**config.mk**
```make
export PLATFORM = sky130hd
export DESIGN_NAME = slink_app_sat_counter
export DESIGN_NICKNAME = d
export VERILOG_FILES = /design/src/rtl/slink_app_chk_pkg.sv /design/src/rtl/slink_app_sat_counter.sv
export SDC_FILE = /design/constraint.sdc
export NUM_CORES = 1
export LEC_CHECK = 0
export ABC_CLOCK_PERIOD_IN_PS = 1800
export CORE_MARGIN = 4
export CORE_UTILIZATION = 30
export CTS_CLUSTER_DIAMETER = 80
export DETAILED_ROUTE_END_ITERATION = 6
export MAX_ROUTING_LAYER = met4
export PLACE_DENSITY = 0.51
export SLEW_MARGIN = 10
export SYNTH_ARGS = -nofsm -noshare
export SYNTH_HDL_FRONTEND = slang
export SYNTH_SLANG_ARGS = --single-unit
export TNS_END_PERCENT = 10
```
**constraint.sdc**
```tcl
create_clock -name clk -period 1.8 [get_ports clk]
set_input_delay 0.18 -clock clk [delete_from_list [all_inputs] [get_ports clk]]
set_output_delay 0.18 -clock clk [all_outputs]
set_load 0.01 [all_outputs]
```
**src/rtl/slink_app_chk_pkg.sv**
```systemverilog
// Shared definitions for the S-Link RX application checker: error bit
// indices, flag vector width and the framing state encoding.
package slink_app_chk_pkg;

    localparam int ERR_SOP_NO_VALID  = 0;
    localparam int ERR_EARLY_SOP     = 1;
    localparam int ERR_ORPHAN_BEAT   = 2;
    localparam int ERR_CRC_MISPLACED = 3;
    localparam int ERR_GAP_TIMEOUT   = 4;
    localparam int ERR_CRC_BAD       = 5;
    localparam int ERR_W             = 6;

    typedef enum logic [0:0] {
        ST_IDLE = 1'b0,
        ST_LONG = 1'b1
    } state_e;

endpackage

```
**src/rtl/slink_app_sat_counter.sv**
```systemverilog
// Saturating up-counter with synchronous clear; clear wins over increment.
module slink_app_sat_counter
    import slink_app_chk_pkg::*;
#(
    parameter int W = 16
) (
    input  logic         clk,
    input  logic         rst,
    input  logic         clear,
    input  logic         inc,
    output logic [W-1:0] count
);

    logic [W-1:0] count_q;
    logic [W-1:0] count_d;

    // Next count: clear, saturating increment, or hold.
    always_comb begin
        count_d = count_q;
        if (clear) begin
            count_d = {W{1'b0}};
        end else if (inc && (count_q != {W{1'b1}})) begin
            count_d = count_q + W'(1);
        end else begin
            count_d = count_q;
        end
    end

    // Count register.
    always_ff @(posedge clk) begin
        if (rst) begin
            count_q <= {W{1'b0}};
        end else begin
            count_q <= count_d;
        end
    end

    assign count = count_q;

endmodule

```
==> insert_results.sql, run 1 <==
INSERT INTO impl_metrics (metric_group, metric, value, unit) VALUES
('critical_path', 'path_class', 'reg -> reg', ''),
('logic_synthesis', 'synth_cells', '102', ''),
('final_layout', 'fin_area', '1200', 'um2'),
('critical_path', 'depth_of_the_worst_register_to_register_path', '5', ''),
('clocking', 'clock_sink_count', '16', ''),
('critical_path', 'critical_path.max_fanout', '6', ''),
('route', 'detailroute.via_count', '852', ''),
('hold_path', 'worst_hold_path.num_cells', '2', ''),
('clocking', 'post-cts-setup-buffers', '0', ''),
('final_layout', 'num-fill-cells', '294', ''),
('route', 'drt-vias-per-instance', '5.36', ''),
('clocking', 'clock_tree_from_tritoncts', 'built', ''),
('grt', 'grt_first_pass_wirelength', '3780', 'um'),
('critical_path', 'critical_path.endpoint_type', 'flop', ''),
('route', 'routed_wl', '2180', 'um'),
('pwr', 'power-per-cell-area', '542', 'nW/um2'),
('sta', 'rsz0062_at_grt', 'no', ''),
('sta', 'fin_setup_tns', '0', 'ps'),
('final_layout', 'largest_reg_flops', '16', ''),
('sta', 'hold-worst-slack', '507', 'ps'),
('die', 'initial_utilization', '32.4', '%'),
('critical_path', 'crit_path_cell_trace', 'ha_1, and4_4, and3_1, a31oi_1, a311oi_1', ''),
('logic_synthesis', 'most_instantiated_library_cell_after_synthesis', 'sky130_fd_sc_hd__dfxtp_1', ''),
('final_layout', 'antenna_cells_inserted', '0', ''),
('logic_synthesis', 'ys_dominant_reg_cell', 'sky130_fd_sc_hd__dfxtp_1', ''),
('sta', 'timing_hold_violations_final', '0', ''),
('logic_synthesis', 'synth-edff-count', '0', ''),
('clocking', 'clock_tree.root_cell', 'sky130_fd_sc_hd__clkbuf_4', ''),
('critical_path', 'critical-path-slowest-cell', 'sky130_fd_sc_hd__dfxtp_1', ''),
('clocking', 'cts_resized', '0', ''),
('die', 'die_area', '4010', 'um2'),
('pwr', 'vdd.ir_drop.worst', '0.000279', 'V'),
('sta', 'clock.fmax', '622', 'MHz'),
('job', 'drv.max_cap_violation_count', '0', ''),
('final_layout', 'multi_input_area', '551', 'um2'),
('die', 'core_region_area', '2830', 'um2'),
('die', 'die_x', '63.3', 'um'),
('run_status', 'run_status', 'finished, final reports clean', ''),
('sta', 'clock_skew', '5.27', 'ps'),
('hold_path', 'hold_path_end', 'count[5]', ''),
('clocking', 'worstSkewPairLatency', '300', 'ps'),
('critical_path', 'reg2reg_setup_slack', '190', 'ps'),
('final_layout', 'layout_cells_sized_above_1', '18.8', '%'),
('critical_path', 'worst-endpoint-arrival', '1820', 'ps'),
('placement', 'hpwl', '1660', 'um'),
('critical_path', 'worst_path_largest_cell_delay', '430', 'ps'),
('placement', 'port_buffers', '19', ''),
('sta', 'final-max-slew-violation-count', '0', ''),
('pwr', 'power_leakage', '0.431', 'nW'),
('clocking', 'clk_pin_slew_worst_paths', '110', 'ps'),
('clocking', 'clock_path_buffers', '2', ''),
('logic_synthesis', 'synth_top_cell_area_share', '34.9', '%'),
('critical_path', 'regToRegEndpoint', 'count[12]', ''),
('route', 'detailedRoute.firstPassIterationCount', '4', ''),
('logic_synthesis', 'ys_seq_elements', '16', ''),
('placement', 'placedInstanceArea', '1160', 'um2'),
('grt', 'number_of_antenna_violations_at_the_first_check_in_global_routing', '0', ''),
('grt', 'grt_usage', '12.3', '%'),
('logic_synthesis', 'synth-seq-area-share', '34.9', '%'),
('clocking', 'htreeDepth', '1', ''),
('sta', 'crit_share_post_route', '89.4', '%'),
('clocking', 'cts_hold_buffers', '0', ''),
('placement', 'gp_routability_congestion', '0.729', ''),
('critical_path', 'worst_setup_path_start_kind', 'flop', ''),
('grt', 'grt_pass1_vias', '784', ''),
('route', 'drt-initial-drc-count', '16', ''),
('logic_synthesis', 'synthDistinctLibCells', '36', ''),
('logic_synthesis', 'postSynthAreaPerCell', '8.99', 'um2'),
('logic_synthesis', 'mappedNetlistNets', '107', ''),
('sta', 'finalSetupViolCount', '0', ''),
('route', 'postRouteAntennaNets', '0', '');
==> cell usage in the layout, fill, tap and decap left out, types with 2 or more instances in the layout <==
master                            instances
sky130_fd_sc_hd__a2111o_1                 2
sky130_fd_sc_hd__a211oi_1                 3
sky130_fd_sc_hd__a21oi_1                  6
sky130_fd_sc_hd__a31oi_1                  4
sky130_fd_sc_hd__and2_1                   2
sky130_fd_sc_hd__and2_2                   2
sky130_fd_sc_hd__and3_1                   3
sky130_fd_sc_hd__and3_4                   2
sky130_fd_sc_hd__buf_4                    8
sky130_fd_sc_hd__clkbuf_4                 3
sky130_fd_sc_hd__clkdlybuf4s50_1         19
sky130_fd_sc_hd__dfxtp_1                 16
sky130_fd_sc_hd__mux2i_1                  6
sky130_fd_sc_hd__nand2_1                 13
sky130_fd_sc_hd__nand3_1                  5
sky130_fd_sc_hd__nand4_1                  3
sky130_fd_sc_hd__nor2_1                   2
sky130_fd_sc_hd__nor3_1                   2
sky130_fd_sc_hd__o21ai_0                  4
sky130_fd_sc_hd__o21ai_1                  2
sky130_fd_sc_hd__or3_1                    4
sky130_fd_sc_hd__or3_2                    3
==> cell type report <==
type	count	area share, %
Timing Repair Buffer	27	20.9
Clock buffer	4	3.02
Multi-Input combinational cell	80	45.9
Tap cell	31	3.23
Sequential cell	16	26.7
Inverter	1	0.313
==> layer usage <==
metal	global-route usage [%]	up-vias	share of wire (%)
li1	-	442	-
met1	17.2	393	53
met2	16.5	13	42
met3	1.78	4	3.0
met4	7.28	0	2.1
met5	-	-	0
==> worst max-delay path by stage <==
stage,to,start
after floorplan,count[12],count[0]
after global placement,count[11],inc
after detailed placement,count[11],inc
after CTS,count[12],count[0]
after global routing,count[12],count[0]
final,count[12],count[0]
==> critical path: cells and delay by family, from the launching register on <==
kind                       cells  cell delay [ps]
DFF                            1              430
and+or+nand+nor                2              530
AOI/OAI and AO/OA              2              340
adders and majority gates      1              220
==> kinds of logic after synthesis <==
group | count (synthesis) | synth area share, %
and+or+nand+nor | 46 | 31.5
AOI/OAI and AO/OA | 27 | 20.6
DFF | 16 | 34.9
buffers and inverters | 6 | 5.05
muxes | 6 | 6.55
adders and majority gates | 1 | 1.36
==> report_power, final <==
group	internal, mW	switching, mW	total [mW]
clock	0.123	0.131	0.254
combinational	0.0207	0.0174	0.0382
sequential	0.355	0.00216	0.358
==> stage by stage <==
stage,cells,setup slack (ps),util [%],power [mW]
6_report,159,192,42.4,0.650
5_1_grt,159,71.1,42.4,0.669
4_1_cts,159,187,42.4,0.654
3_5_place_dp,155,61.6,41.1,0.405
3_3_place_gp,155,90.8,41.1,0.404
2_1_floorplan,102,304,-,0.382
Power figures use the tool's default switching activity.
==> inputs of run 2 (changes only) <==
--- a/config.mk
+++ b/config.mk
@@ -7,11 +7,11 @@
 export LEC_CHECK = 0
 export ABC_CLOCK_PERIOD_IN_PS = 1800
 export CORE_MARGIN = 4
-export CORE_UTILIZATION = 30
+export CORE_UTILIZATION = 49
 export CTS_CLUSTER_DIAMETER = 80
 export DETAILED_ROUTE_END_ITERATION = 6
 export MAX_ROUTING_LAYER = met4
-export PLACE_DENSITY = 0.51
+export PLACE_DENSITY = 0.77
 export SLEW_MARGIN = 10
 export SYNTH_ARGS = -nofsm -noshare
 export SYNTH_HDL_FRONTEND = slang
==> insert_results.sql, run 2 (synthesis results as in run 1) <==
INSERT INTO impl_metrics (metric_group, metric, value, unit) VALUES
('sta', 'fin_setup_tns', '0', 'ps'),
('pwr', 'power-per-cell-area', '496', 'nW/um2'),
('grt', 'globalRoute.totalOverflow', '0', ''),
('critical_path', 'cpLargestDelayFamily', 'simple AND/OR/NAND/NOR gates', ''),
('clocking', 'clock_sink_count', '16', ''),
('critical_path', 'critical-path-slowest-cell', 'sky130_fd_sc_hd__dfxtp_1', ''),
('route', 'routed_wl', '2100', 'um'),
('clocking', 'cts_hold_buffers', '0', ''),
('final_layout', 'areaGrowthSynthToFinish', '26.9', '%'),
('critical_path', 'worst-endpoint-required', '2000', 'ps'),
('critical_path', 'crit_path_cell_trace', 'ha_1, and4_4, and3_1, a31oi_1, a311oi_1', ''),
('final_layout', 'final_cell_count_no_fill', '150', ''),
('pwr', 'internal_power', '0.452', 'mW'),
('clocking', 'clk_pin_slew_worst_paths', '90', 'ps'),
('pwr', 'switching_share', '21.6', '%'),
('critical_path', 'path_class', 'reg -> reg', ''),
('clocking', 'cts_resized', '0', ''),
('critical_path', 'critical_path.endpoint_type', 'flop', ''),
('critical_path', 'regToRegStartpoint', 'count[0]', ''),
('route', 'detailroute.via_count', '881', ''),
('sta', 'final-max-slew-violation-count', '0', ''),
('die', 'die-height', '51.3', 'um'),
('placement', 'hpwl', '1620', 'um'),
('route', 'routed_wire_length_per_instance', '14.0', 'um'),
('sta', 'crit_share_post_route', '88.2', '%'),
('clocking', 'post-cts-setup-buffers', '0', ''),
('die', 'initial_utilization', '52.5', '%'),
('grt', 'grt_start_max_net_pins', '12', ''),
('sta', 'clock.fmax', '630', 'MHz'),
('sta', 'rsz0062_at_grt', 'no', ''),
('die', 'die_area', '2630', 'um2'),
('final_layout', 'antenna_cells_inserted', '0', ''),
('pwr', 'power.sequential.fraction', '61.9', '%'),
('route', 'detailedRoute.firstPassIterationCount', '4', ''),
('die', 'die_x', '51.3', 'um'),
('critical_path', 'timing.critical_path.buf_inv', '0', ''),
('die', 'placementRows', '15', ''),
('placement', 'pre_cts_ws', '39.4', 'ps'),
('critical_path', 'worst_setup_path_start_kind', 'flop', ''),
('grt', 'grt_pass1_vias', '809', ''),
('critical_path', 'cp-startpoint', 'count[0]', ''),
('route', 'postRouteAntennaNets', '0', ''),
('route', 'drt-initial-drc-count', '14', ''),
('grt', 'number_of_antenna_violations_at_the_first_check_in_global_routing', '0', ''),
('sta', 'period_needed', '1590', 'ps'),
('final_layout', 'final_cell_mix', 'sky130_fd_sc_hd__clkdlybuf4s50_1, sky130_fd_sc_hd__dfxtp_1, sky130_fd_sc_hd__nand2_1', ''),
('placement', 'gp_routability_congestion', '0.827', ''),
('grt', 'grt_first_pass_wirelength', '3530', 'um'),
('pwr', 'vdd.ir_drop.worst', '0.000419', 'V'),
('sta', 'clock_skew', '3.45', 'ps'),
('clocking', 'htreeDepth', '1', ''),
('placement', 'port_buffers', '19', ''),
('clocking', 'clock_tree_from_tritoncts', 'built', ''),
('placement', 'place_inst', '147', ''),
('final_layout', 'mostFrequentLayoutCell', 'sky130_fd_sc_hd__clkdlybuf4s50_1', ''),
('critical_path', 'critical_path.max_fanout', '6', ''),
('critical_path', 'worst_path_largest_cell_delay', '420', 'ps'),
('final_layout', 'largest_reg_flops', '16', ''),
('sta', 'tightestPinTransition', '403', 'ps'),
('clocking', 'worstSkewPairLatency', '280', 'ps'),
('sta', 'finalSetupViolCount', '0', ''),
('sta', 'max-slew-margin-rel', '72.9', '%'),
('sta', 'layout_setup_ws', '212', 'ps'),
('job', 'drv.max_cap_violation_count', '0', ''),
('final_layout', 'final_net_count', '132', ''),
('pwr', 'combPwrFrac', '6.3', '%'),
('final_layout', 'layout_cells_sized_above_1', '16.8', '%'),
('clocking', 'clock_path_buffers', '2', ''),
('pwr', 'power_leakage', '0.414', 'nW'),
('hold_path', 'worst_hold_startpoint', 'count[5]', ''),
('route', 'drc_errors', '0', ''),
('clocking', 'clock_tree.root_cell', 'sky130_fd_sc_hd__clkbuf_4', ''),
('die', 'core_region_area', '1750', 'um2'),
('die', 'io_pins', '20', ''),
('route', 'drt-vias-per-instance', '5.87', ''),
('pwr', 'share_clk_of_total_power', '31.8', '%'),
('clocking', 'numCtsBuffers', '3', ''),
('critical_path', 'worst-endpoint-arrival', '1790', 'ps'),
('hold_path', 'hp-class', 'reg -> reg', ''),
('sta', 'timing_hold_violations_final', '0', ''),
('run_status', 'run_status', 'finished, final reports clean', ''),
('pwr', 'switching_power', '0.125', 'mW'),
('grt', 'grt_usage', '18.1', '%');
==> run 2: changes by cell type in the layout (fill, tap and decap cells not counted), sizes merged <==
cell,delta
buf,-2
clkbuf,-1
==> run 2: metal layers <==
metal | vias to the layer above | part of all wire, % | track usage [%]
li1 | 442 | - | -
met1 | 414 | 45 | 21.5
met2 | 23 | 49 | 31.5
met3 | 2 | 4.6 | 2.62
met4 | 0 | 0.67 | 5.24
met5 | - | 0 | -
==> run 2: worst register-to-register path, cell delays in order, from the launching register on <==
cell and delay, ps:
sky130_fd_sc_hd__dfxtp_1 420, sky130_fd_sc_hd__ha_1 220, sky130_fd_sc_hd__and4_4 260, sky130_fd_sc_hd__and3_1 280, sky130_fd_sc_hd__a31oi_1 110, sky130_fd_sc_hd__a311oi_1 220
==> run 2: final timing paths <==
check | slack [ps] | endpoint | cells after the start
worst max-delay path | 210 | count[12] | 5
worst min-delay path | 500 | count[5] | 2
worst max register to register | 210 | count[12] | 5
worst min register to register | 500 | count[5] | 2
==> run 2: power groups by stage <==
stage	clock, mW	combinational (mW)	sequential (mW)
CTS	0.185	0.0366	0.357
global placement	0	0.0361	0.366
finish	0.183	0.0364	0.357
global route	0.206	0.0399	0.358
detailed placement	0	0.0365	0.366
floorplan	0	0.0158	0.366
==> run 2: final cells by class <==
class | instances | area, um2
Clock buffer | 3 | 22.5
Tap cell | 25 | 31.3
Multi-Input combinational cell | 80 | 551
Sequential cell | 16 | 320
Inverter | 1 | 3.75
Fill cell | 151 | 582
Timing Repair Buffer | 25 | 235
==> run 2: per-stage QoR <==
step / hold WS [ps] / power [mW] / util [%] / instance area [um2]
finish: 504 / 0.577 / 66.7 / 1160
global route: 548 / 0.604 / 66.7 / 1160
CTS: 503 / 0.579 / 66.7 / 1160
detailed placement: 492 / 0.402 / 65.4 / 1140
global placement: 478 / 0.402 / 65.4 / 1140
floorplan: 359 / 0.382 / - / 917
==> RTL edit, RTL diff (settings of run 1) <==
Register the inputs `clear` and `inc` before use, without a reset. The logic sees them one clock later.
--- a/src/rtl/slink_app_sat_counter.sv
+++ b/src/rtl/slink_app_sat_counter.sv
@@ -12,4 +12,12 @@
 );
 
+    logic clear_q;
+    logic inc_q;
+
+    always_ff @(posedge clk) begin
+        clear_q <= clear;
+        inc_q   <= inc;
+    end
+
     logic [W-1:0] count_q;
     logic [W-1:0] count_d;
@@ -18,7 +26,7 @@
     always_comb begin
         count_d = count_q;
-        if (clear) begin
+        if (clear_q) begin
             count_d = {W{1'b0}};
-        end else if (inc && (count_q != {W{1'b1}})) begin
+        end else if (inc_q && (count_q != {W{1'b1}})) begin
             count_d = count_q + W'(1);
         end else begin
Behaviour: not the same (a bounded check fails within 4 cycles, from zero or initial values).
==> RTL edit against run 1 <==
- wire length shrank 0.18%
- clock skew shrank 2.8 ps
- power grew 7.0%
- worst hold slack lost 190 ps
- sequential cell count grew 2
- cell area grew 2.8%
- worst setup slack lost 4.4 ps
- synthesized area grew 4.4%
- critical path type unchanged
- critical endpoint unchanged
- highest routed layer unchanged
==> RTL edit: results (changes against run 1) <==
Clock network
  • Clock transition at path regs: 110 ps (about the same)
  • Worst-case clock buffer depth: 2 (unchanged)
  • # Post-CTS Setup Buffers: 0 (unchanged)
  • Cts repair resizes: 0 (unchanged)
  • CTS buffer count: 3 (unchanged)
  • Root Driver: clkbuf_4 (unchanged)

STA
  • Worst Skew: 2.49 ps (was 5.27 ps)
  • Worst slew pin tran: 371 ps (was 420 ps)
  • Final Cycle Share: 89.6% (was 89.4%)
  • Min Hold Slack: 316 ps (was 507 ps)

Cells and area
  • Nets: 133 (was 134)
  • N_diodes: 0 (unchanged)
  • Share of cells above drive strength 1: 16.5% (was 18.8%)
  • Number of flip-flops under the largest register name: 16 (unchanged)

Place
  • Placed Area: 1200 um^2 (was 1160 um^2)
  • # placed instances: 167 (was 155)
  • Pre-CTS setup slack: 199 ps (was 61.6 ps)
  • DP Wirelength: 1.60 mm (was 1.66 mm)
  • Gpl congestion: 0.753 (was 0.729)

Min path
  • Hold WC Path Type: in2reg (was reg2reg)
  • Hold-critical path endpoint: inc_q$_DFF_P_ (was count[5]$_SDFFE_PP0P_)
  • Worst hold path depth: 1 (was 2)
  • Hold wc startpoint: inc (was count[5]$_SDFFE_PP0P_)

Worst setup path
  • R2r startpoint: count[0]$_SDFFE_PP0P_ (unchanged)
  • Critical Path End: count[12]$_SDFFE_PP0P_ (unchanged)
  • Critical-path maximum fanout: 6 (unchanged)
  • Number of cells on the worst reg-to-reg path: 5 (unchanged)

Synthesis
  • Ys Warns: 0 (unchanged)
  • Syn nets: 109 (was 107)
  • Post-synth top cells: 18 x dfxtp_1, 13 x nand2_1, 6 x a21oi_1, 6 x mux2i_1, 5 x nand3_1 (was 16 x dfxtp_1, 13 x nand2_1, 6 x a21oi_1, 6 x mux2i_1, 5 x nand3_1)
  • Top cells by area, synth: dfxtp_1 38%, mux2i_1 6.3%, nand2_1 5.1% (was dfxtp_1 35%, mux2i_1 6.5%, nand2_1 5.3%)
  • Unique cell type count in the Yosys netlist: 36 (unchanged)
  • Register area share after synthesis: 37.6% (was 34.9%)
  • Ys async rst share: 0% (unchanged)
  • Mapped Cells: 104 (was 102)

Global routing
  • Vias in the first global route: 764 (was 784)
  • Largest net degree at the start of global routing: 12 (unchanged)
  • Tot GR Track Use: 11.6% (was 12.3%)
  • First-pass GRT wire length: 3.73 mm (was 3.78 mm)

Routing
  • Total vias in the final route: 865 (was 852)
  • WL/cell: 12.7 um (was 13.7 um)
  • Routed Wire Length: 2.17 mm (was 2.18 mm)
  • Initial DRC count: 56 (was 16)

Power
  • Worst VDD drop: 0.000182 V (was 0.000279 V)
  • P_leak: 0.432 nW (was 0.431 nW)

Outcome
  • Status: finished clean (unchanged)
==> RTL edit: cell count changes in the layout (fill, tap and decap cells not counted), sizes merged <==
| cell | before | now |
|---|---|---|
| dfxtp | 16 | 18 |
| buf | 8 | 5 |
==> RTL edit: routing by layer <==
| layer | share of wire, % | global-route usage (%) | vias to the layer above |
|---|---|---|---|
| met1 | 51 | 16.3 | 404 |
| met5 | 0 | - | - |
| met4 | 0.87 | 4.75 | 0 |
| met3 | 2.9 | 2.08 | 2 |
| met2 | 45 | 16.5 | 20 |
| li1 | - | - | 439 |
==> RTL edit: kinds of logic (layout without fill, tap and decap cells) <==
kind of cell	Yosys count	count (layout)	synth area share, %
flip-flops	18	18	37.6
multiplexers	6	6	6.27
buffers and inverters	6	29	4.84
AND/OR/NAND/NOR	46	46	30.2
adder cells (fa/ha/maj)	1	1	1.31
AO/OA/AOI/OAI	27	27	19.7
==> RTL edit: report_power, final <==
part / switching (mW) / internal (mW)
logic: 0.0145 / 0.0192
clock network: 0.131 / 0.123
registers: 0.00493 / 0.402
==> RTL edit: cell type report <==
cell class                      instances  area [um^2]
Sequential cell                        18          360
Timing Repair Buffer                   24          228
Tap cell                               44         55.1
Inverter                                1         3.75
Multi-Input combinational cell         80          551
Clock buffer                            4         36.3
Fill cell                             325         1820
==> RTL edit: worst max-delay path, cell delays in order (launching register included) <==
cell and delay [ps]:
dfxtp_1 430, ha_1 220, and4_4 250, and3_1 280
a31oi_1 110, a311oi_1 240
